`config.mk`:
```
export PLATFORM = sky130hd
export DESIGN_NAME = btn_debounce
export DESIGN_NICKNAME = d
export VERILOG_FILES = /design/src/rtl/board_pkg.sv /design/src/rtl/btn_debounce_ch.sv /design/src/rtl/btn_debounce.sv
export SDC_FILE = /design/constraint.sdc
export NUM_CORES = 1
export LEC_CHECK = 0
export ABC_CLOCK_PERIOD_IN_PS = 2100
export BUFFER_PORTS_ARGS = -buffer_cell sky130_fd_sc_hd__buf_2
export CORE_MARGIN = 1
export CORE_UTILIZATION = 40
export DETAILED_ROUTE_END_ITERATION = 16
export PLACE_DENSITY = 0.68
export SLEW_MARGIN = 30
export SYNTH_ARGS = -nofsm -noshare
export SYNTH_HDL_FRONTEND = slang
export SYNTH_SLANG_ARGS = --single-unit
export TNS_END_PERCENT = 10
```
`constraint.sdc`:
```
create_clock -name clk -period 2.1 [get_ports clk]
set_input_delay 0.105 -clock clk [delete_from_list [all_inputs] [get_ports clk]]
set_output_delay 0.105 -clock clk [all_outputs]
set_load 0.01 [all_outputs]
```
`src/rtl/board_pkg.sv`:
```
// board_pkg: board-level constants shared by the fabric blocks around cpu_sys.
`default_nettype none
package board_pkg;
  localparam int FCLK_HZ     = 50_000_000;
  localparam int N_BTNS      = 2;
  localparam int DEBOUNCE_MS = 10;
endpackage
`default_nettype wire

```
`src/rtl/btn_debounce_ch.sv`:
```
// btn_debounce_ch: one button channel - synchroniser, stability counter, level, edge pulses.
`default_nettype none
module btn_debounce_ch #(
  parameter int SYNC_STAGES     = 2,
  parameter int DEBOUNCE_CYCLES = 4
) (
  input  logic clk,
  input  logic rstn,
  input  logic btn_raw_i,
  output logic btn_db_o,
  output logic btn_rise_o,
  output logic btn_fall_o,
  output logic evt_d_o
);
  localparam int CNT_W = $clog2(DEBOUNCE_CYCLES + 1);
  localparam logic [CNT_W-1:0] LAST_CNT = CNT_W'(DEBOUNCE_CYCLES - 1);

  (* ASYNC_REG = "TRUE" *) logic [SYNC_STAGES-1:0] sync_q;
  logic             btn_s;
  logic [CNT_W-1:0] cnt_q, cnt_d;
  logic             db_q, db_d;
  logic             rise_q, rise_d;
  logic             fall_q, fall_d;

  assign btn_s = sync_q[SYNC_STAGES-1];

  always_comb begin
    cnt_d  = '0;
    db_d   = db_q;
    rise_d = 1'b0;
    fall_d = 1'b0;
    if (btn_s != db_q) begin
      if (cnt_q == LAST_CNT) begin
        // Level held long enough: accept it and emit the matching edge pulse.
        db_d   = btn_s;
        rise_d = btn_s;
        fall_d = ~btn_s;
      end else begin
        cnt_d = cnt_q + CNT_W'(1);
      end
    end
  end

  always_ff @(posedge clk) begin
    if (!rstn) begin
      sync_q <= '0;
      cnt_q  <= '0;
      db_q   <= 1'b0;
      rise_q <= 1'b0;
      fall_q <= 1'b0;
    end else begin
      sync_q <= {sync_q[SYNC_STAGES-2:0], btn_raw_i};
      cnt_q  <= cnt_d;
      db_q   <= db_d;
      rise_q <= rise_d;
      fall_q <= fall_d;
    end
  end

  assign btn_db_o   = db_q;
  assign btn_rise_o = rise_q;
  assign btn_fall_o = fall_q;
  assign evt_d_o    = rise_d | fall_d;
endmodule
`default_nettype wire

```
`src/rtl/btn_debounce.sv`:
```
// btn_debounce: debounces the push-button pads feeding btns_2bits_tri_i and flags any edge on btn_evt.
`default_nettype none
module btn_debounce
  import board_pkg::*;
#(
  parameter int N_BTNS          = board_pkg::N_BTNS,
  parameter int SYNC_STAGES     = 2,
  parameter int DEBOUNCE_CYCLES = FCLK_HZ / 1000 * DEBOUNCE_MS
) (
  input  logic              clk,
  input  logic              rstn,
  input  logic [N_BTNS-1:0] btn_raw,
  output logic [N_BTNS-1:0] btn_db,
  output logic [N_BTNS-1:0] btn_rise,
  output logic [N_BTNS-1:0] btn_fall,
  output logic              btn_evt
);
  logic [N_BTNS-1:0] evt_d;
  logic              evt_q;

  for (genvar i = 0; i < N_BTNS; i++) begin : g_ch
    btn_debounce_ch #(
      .SYNC_STAGES     (SYNC_STAGES),
      .DEBOUNCE_CYCLES (DEBOUNCE_CYCLES)
    ) u_ch (
      .clk        (clk),
      .rstn       (rstn),
      .btn_raw_i  (btn_raw[i]),
      .btn_db_o   (btn_db[i]),
      .btn_rise_o (btn_rise[i]),
      .btn_fall_o (btn_fall[i]),
      .evt_d_o    (evt_d[i])
    );
  end

  // Built from the channels' next-pulse terms so it lines up with the pulses.
  always_ff @(posedge clk) begin
    if (!rstn) evt_q <= 1'b0;
    else       evt_q <= |evt_d;
  end

  assign btn_evt = evt_q;
endmodule
`default_nettype wire

```
==> flow_summary.json <==
{
  "outcome": "finished clean",
  "worst_r2r_path_depth": 5,
  "crit_path_max_fanout": 5,
  "critPathRequiredTime_ns": 2.35,
  "post-route-period-util_pct": 90.3,
  "die_area_mm2": 0.00581,
  "grt_pass1_vias": 1588,
  "syn_nets": 252,
  "synth_cell_types": 38,
  "whs_path_depth": 2,
  "finalSetupTns_ns": 0,
  "crit_path_end_kind": "flip-flop",
  "clock.fmax_mhz": 527,
  "cts_hold_buf": 2,
  "hpwl_um": 2750,
  "clkTransAtPathRegs_ns": 0.10,
  "portBuffers": 10,
  "r2r_slack_ns": 0.20,
  "slew_headroom_pct": 68.5,
  "syn_to_final_growth_pct": 9.77,
  "cts_sinks": 49,
  "setup_viol": 0,
  "synthTopCellsByArea": "dfxtp_1, xnor2_1, nor2_1",
  "crit_type": "flip-flop to flip-flop",
  "timing.rr.end": "g_ch[1].u_ch.cnt_q[18]$_SDFF_PP0_",
  "start_kind": "flip-flop",
  "yosysMostFrequentCell": "dfxtp_1",
  "leakagePower_nw": 0.755,
  "drt_iter0_markers": 92,
  "synth_top_family_by_area": "simple AND/OR/NAND/NOR gates",
  "fillers": 506,
  "initial_core_util_pct": 42.3,
  "worstMarginPinSlew_ns": 0.468,
  "cap_violations": 0,
  "die_w_um": 76.2,
  "hp-class": "input pin to flip-flop",
  "track_usage_pct": 15.3,
  "routedWlPerCell_um": 11.9,
  "drv_slew": 0,
  "async_flop_share_pct": 0,
  "cts_resized": 0,
  "cts_max_level": 2,
  "final_nets": 264,
  "numCtsBuffers": 5,
  "syn-cell-area_mm2": 0.00220,
  "synth_edf_count": 0,
  "reg2reg_from": "g_ch[1].u_ch.cnt_q[0]$_SDFF_PP0_",
  "boundaryPins": 11,
  "ys_seq_area_share_pct": 44.5,
  "clk_path_buf_depth": 2,
  "insertion_delay_ns": 0.31,
  "drtAntennaViolNets": 0,
  "synth_compound_area_share_pct": 2.95,
  "cp.arrival_ns": 2.14,
  "rows": 26,
  "antenna_found_initial": 0,
  "netlist.area_leader.share_pct": 44.5,
  "synthFlopType": "dfxtp_1",
  "yosysTopAreaCell": "dfxtp_1",
  "cts_setup_buffers": 0,
  "hold_violations": 0,
  "post-route-min-period_ns": 1.90,
  "synth.avg_cell_area_um2": 8.95,
  "synth-adder-area-share_pct": 1.14,
  "synth_xor_area_share_pct": 12.7,
  "die_height_um": 76.2,
  "cts_tree": "yes",
  "power_density_mw_per_mm2": 639,
  "holdPathEnd": "g_ch[1].u_ch.sync_q[0]$_SDFF_PN0_",
  "synthSimpleGateAreaFrac_pct": 32.6,
  "vias_per_cell": 5.03,
  "coreArea_mm2": 0.00520,
  "yosysWarnings": 0,
  "peakVddDrop_uv": 240,
  "cts_root_buffer": "clkbuf_8",
  "netlist_instances": 246,
  "rsz0062_at_grt": "no",
  "num_antenna_cells": 0,
  "synthMuxAreaShare_pct": 1.36,
  "skew_ns": 0.00683,
  "grt_max_degree": 18,
  "drive_gt1_share_pct": 12.4,
  "synth-seq-cells": 49,
  "remaining_drc_errors": 0,
  "dr_total_vias": 1655,
  "gr-total-overflow": 0,
  "place_congestion": 0.788,
  "final_area_mm2": 0.00242,
  "synth_top_cells_by_count": "dfxtp_1, nor2_1, xnor2_1, nand3_1, nand2_1",
  "grt_pass1_wl_um": 7170,
  "min-delay-start": "rstn",
  "firstDrtPassIters": 4,
  "totalWireLength_um": 3910,
  "placed_area_mm2": 0.00230
}
-- worst max path at each step --
stage	start	endpoint	slack (ns)	cells after the start
2_1_floorplan	g_ch[1].u_ch.cnt_q[0]$_SDFF_PP0_	g_ch[1].u_ch.cnt_q[18]$_SDFF_PP0_	0.35	5
3_5_place_dp	g_ch[1].u_ch.cnt_q[0]$_SDFF_PP0_	g_ch[1].u_ch.cnt_q[18]$_SDFF_PP0_	0.24	5
3_3_place_gp	g_ch[1].u_ch.cnt_q[0]$_SDFF_PP0_	g_ch[1].u_ch.cnt_q[18]$_SDFF_PP0_	0.29	5
4_1_cts	g_ch[1].u_ch.cnt_q[0]$_SDFF_PP0_	g_ch[1].u_ch.cnt_q[18]$_SDFF_PP0_	0.21	5
6_report	g_ch[1].u_ch.cnt_q[0]$_SDFF_PP0_	g_ch[1].u_ch.cnt_q[18]$_SDFF_PP0_	0.20	5
5_1_grt	g_ch[1].u_ch.cnt_q[0]$_SDFF_PP0_	g_ch[1].u_ch.cnt_q[18]$_SDFF_PP0_	0.13	5
-- layout make-up --
type	instances	area, um2	area share [%]
Clock buffer	5	68.8	2.85
Sequential cell	49	981	40.6
Tap cell	70	87.6	3.62
Clock inverter	3	25.0	1.04
Inverter	8	30.0	1.24
Timing Repair Buffer	17	108	4.45
Multi-Input combinational cell	177	1120	46.2
-- layout by cell type (no fill, tap or decap), types with 2 or more instances in the layout --
cell type / n
a21oi_1: 4
and2_1: 6
and3_1: 3
buf_2: 10
buf_4: 5
clkbuf_8: 5
dfxtp_1: 49
dlygate4sd3_1: 2
ha_1: 2
inv_1: 8
inv_6: 2
mux2i_1: 3
nand2_1: 12
nand3_1: 15
nand4_1: 7
nand4_2: 4
nand4b_1: 2
nor2_1: 40
nor3_1: 11
nor4_1: 11
nor4_2: 2
o21ai_0: 3
o21ai_2: 2
or3_1: 2
or4_1: 4
xnor2_1: 24
xor2_1: 8
-- metal layers --
metal  vias up  GRT usage, %  share of wire (%)
li1        867             -                  -
met1       758          20.3                 52
met2        24          23.2                 42
met3         6          4.31                3.8
met4         0          6.35                1.8
met5         -             0                  0
-- metrics by stage --
stage               util (%)  setup WS, ns  std cells  total power [mW]  hold slack (ns)
global route            46.4         0.132        329              1.60            0.120
floorplan                  -         0.349        246             0.968            0.227
detailed placement      44.3         0.237        319             0.978            0.323
finish                  46.4         0.203        329              1.54           0.0979
CTS                     46.4         0.215        329              1.56            0.101
global placement        44.3         0.290        319             0.978            0.319
-- flip-flops by register name, indices dropped and copies added (netlist names) --
register              flops
g_ch.u_ch.btn_db_o        2
btn_evt                   1
g_ch.u_ch.cnt_q          38
g_ch.u_ch.btn_fall_o      2
g_ch.u_ch.btn_rise_o      2
g_ch.u_ch.sync_q          4
-- power breakdown --
group,leakage [nW],internal [mW],total [mW],switching (mW)
Clock,0.0452,0.243,0.586,0.343
Sequential,0.395,0.933,0.936,0.00324
Combinational,0.314,0.0107,0.0220,0.0113
Total,0.755,1.19,1.54,0.358
-- logic make-up (layout without fill, tap and decap cells) --
logic type	count (synthesis)	after routing
simple gates	129	129
fa+ha+maj	2	2
mux	3	3
flops	49	49
compound gates	11	11
xor+xnor	32	32
buf+inv	20	33
-- worst max-delay path, stage by stage, from the launching register on --
cell     delay, ns
dfxtp_1       0.38
ha_1          0.26
nand4_2       0.17
or4_1         0.57
or3_1         0.33
a21oi_1       0.14
No activity file was read; power rests on OpenSTA's default activity.
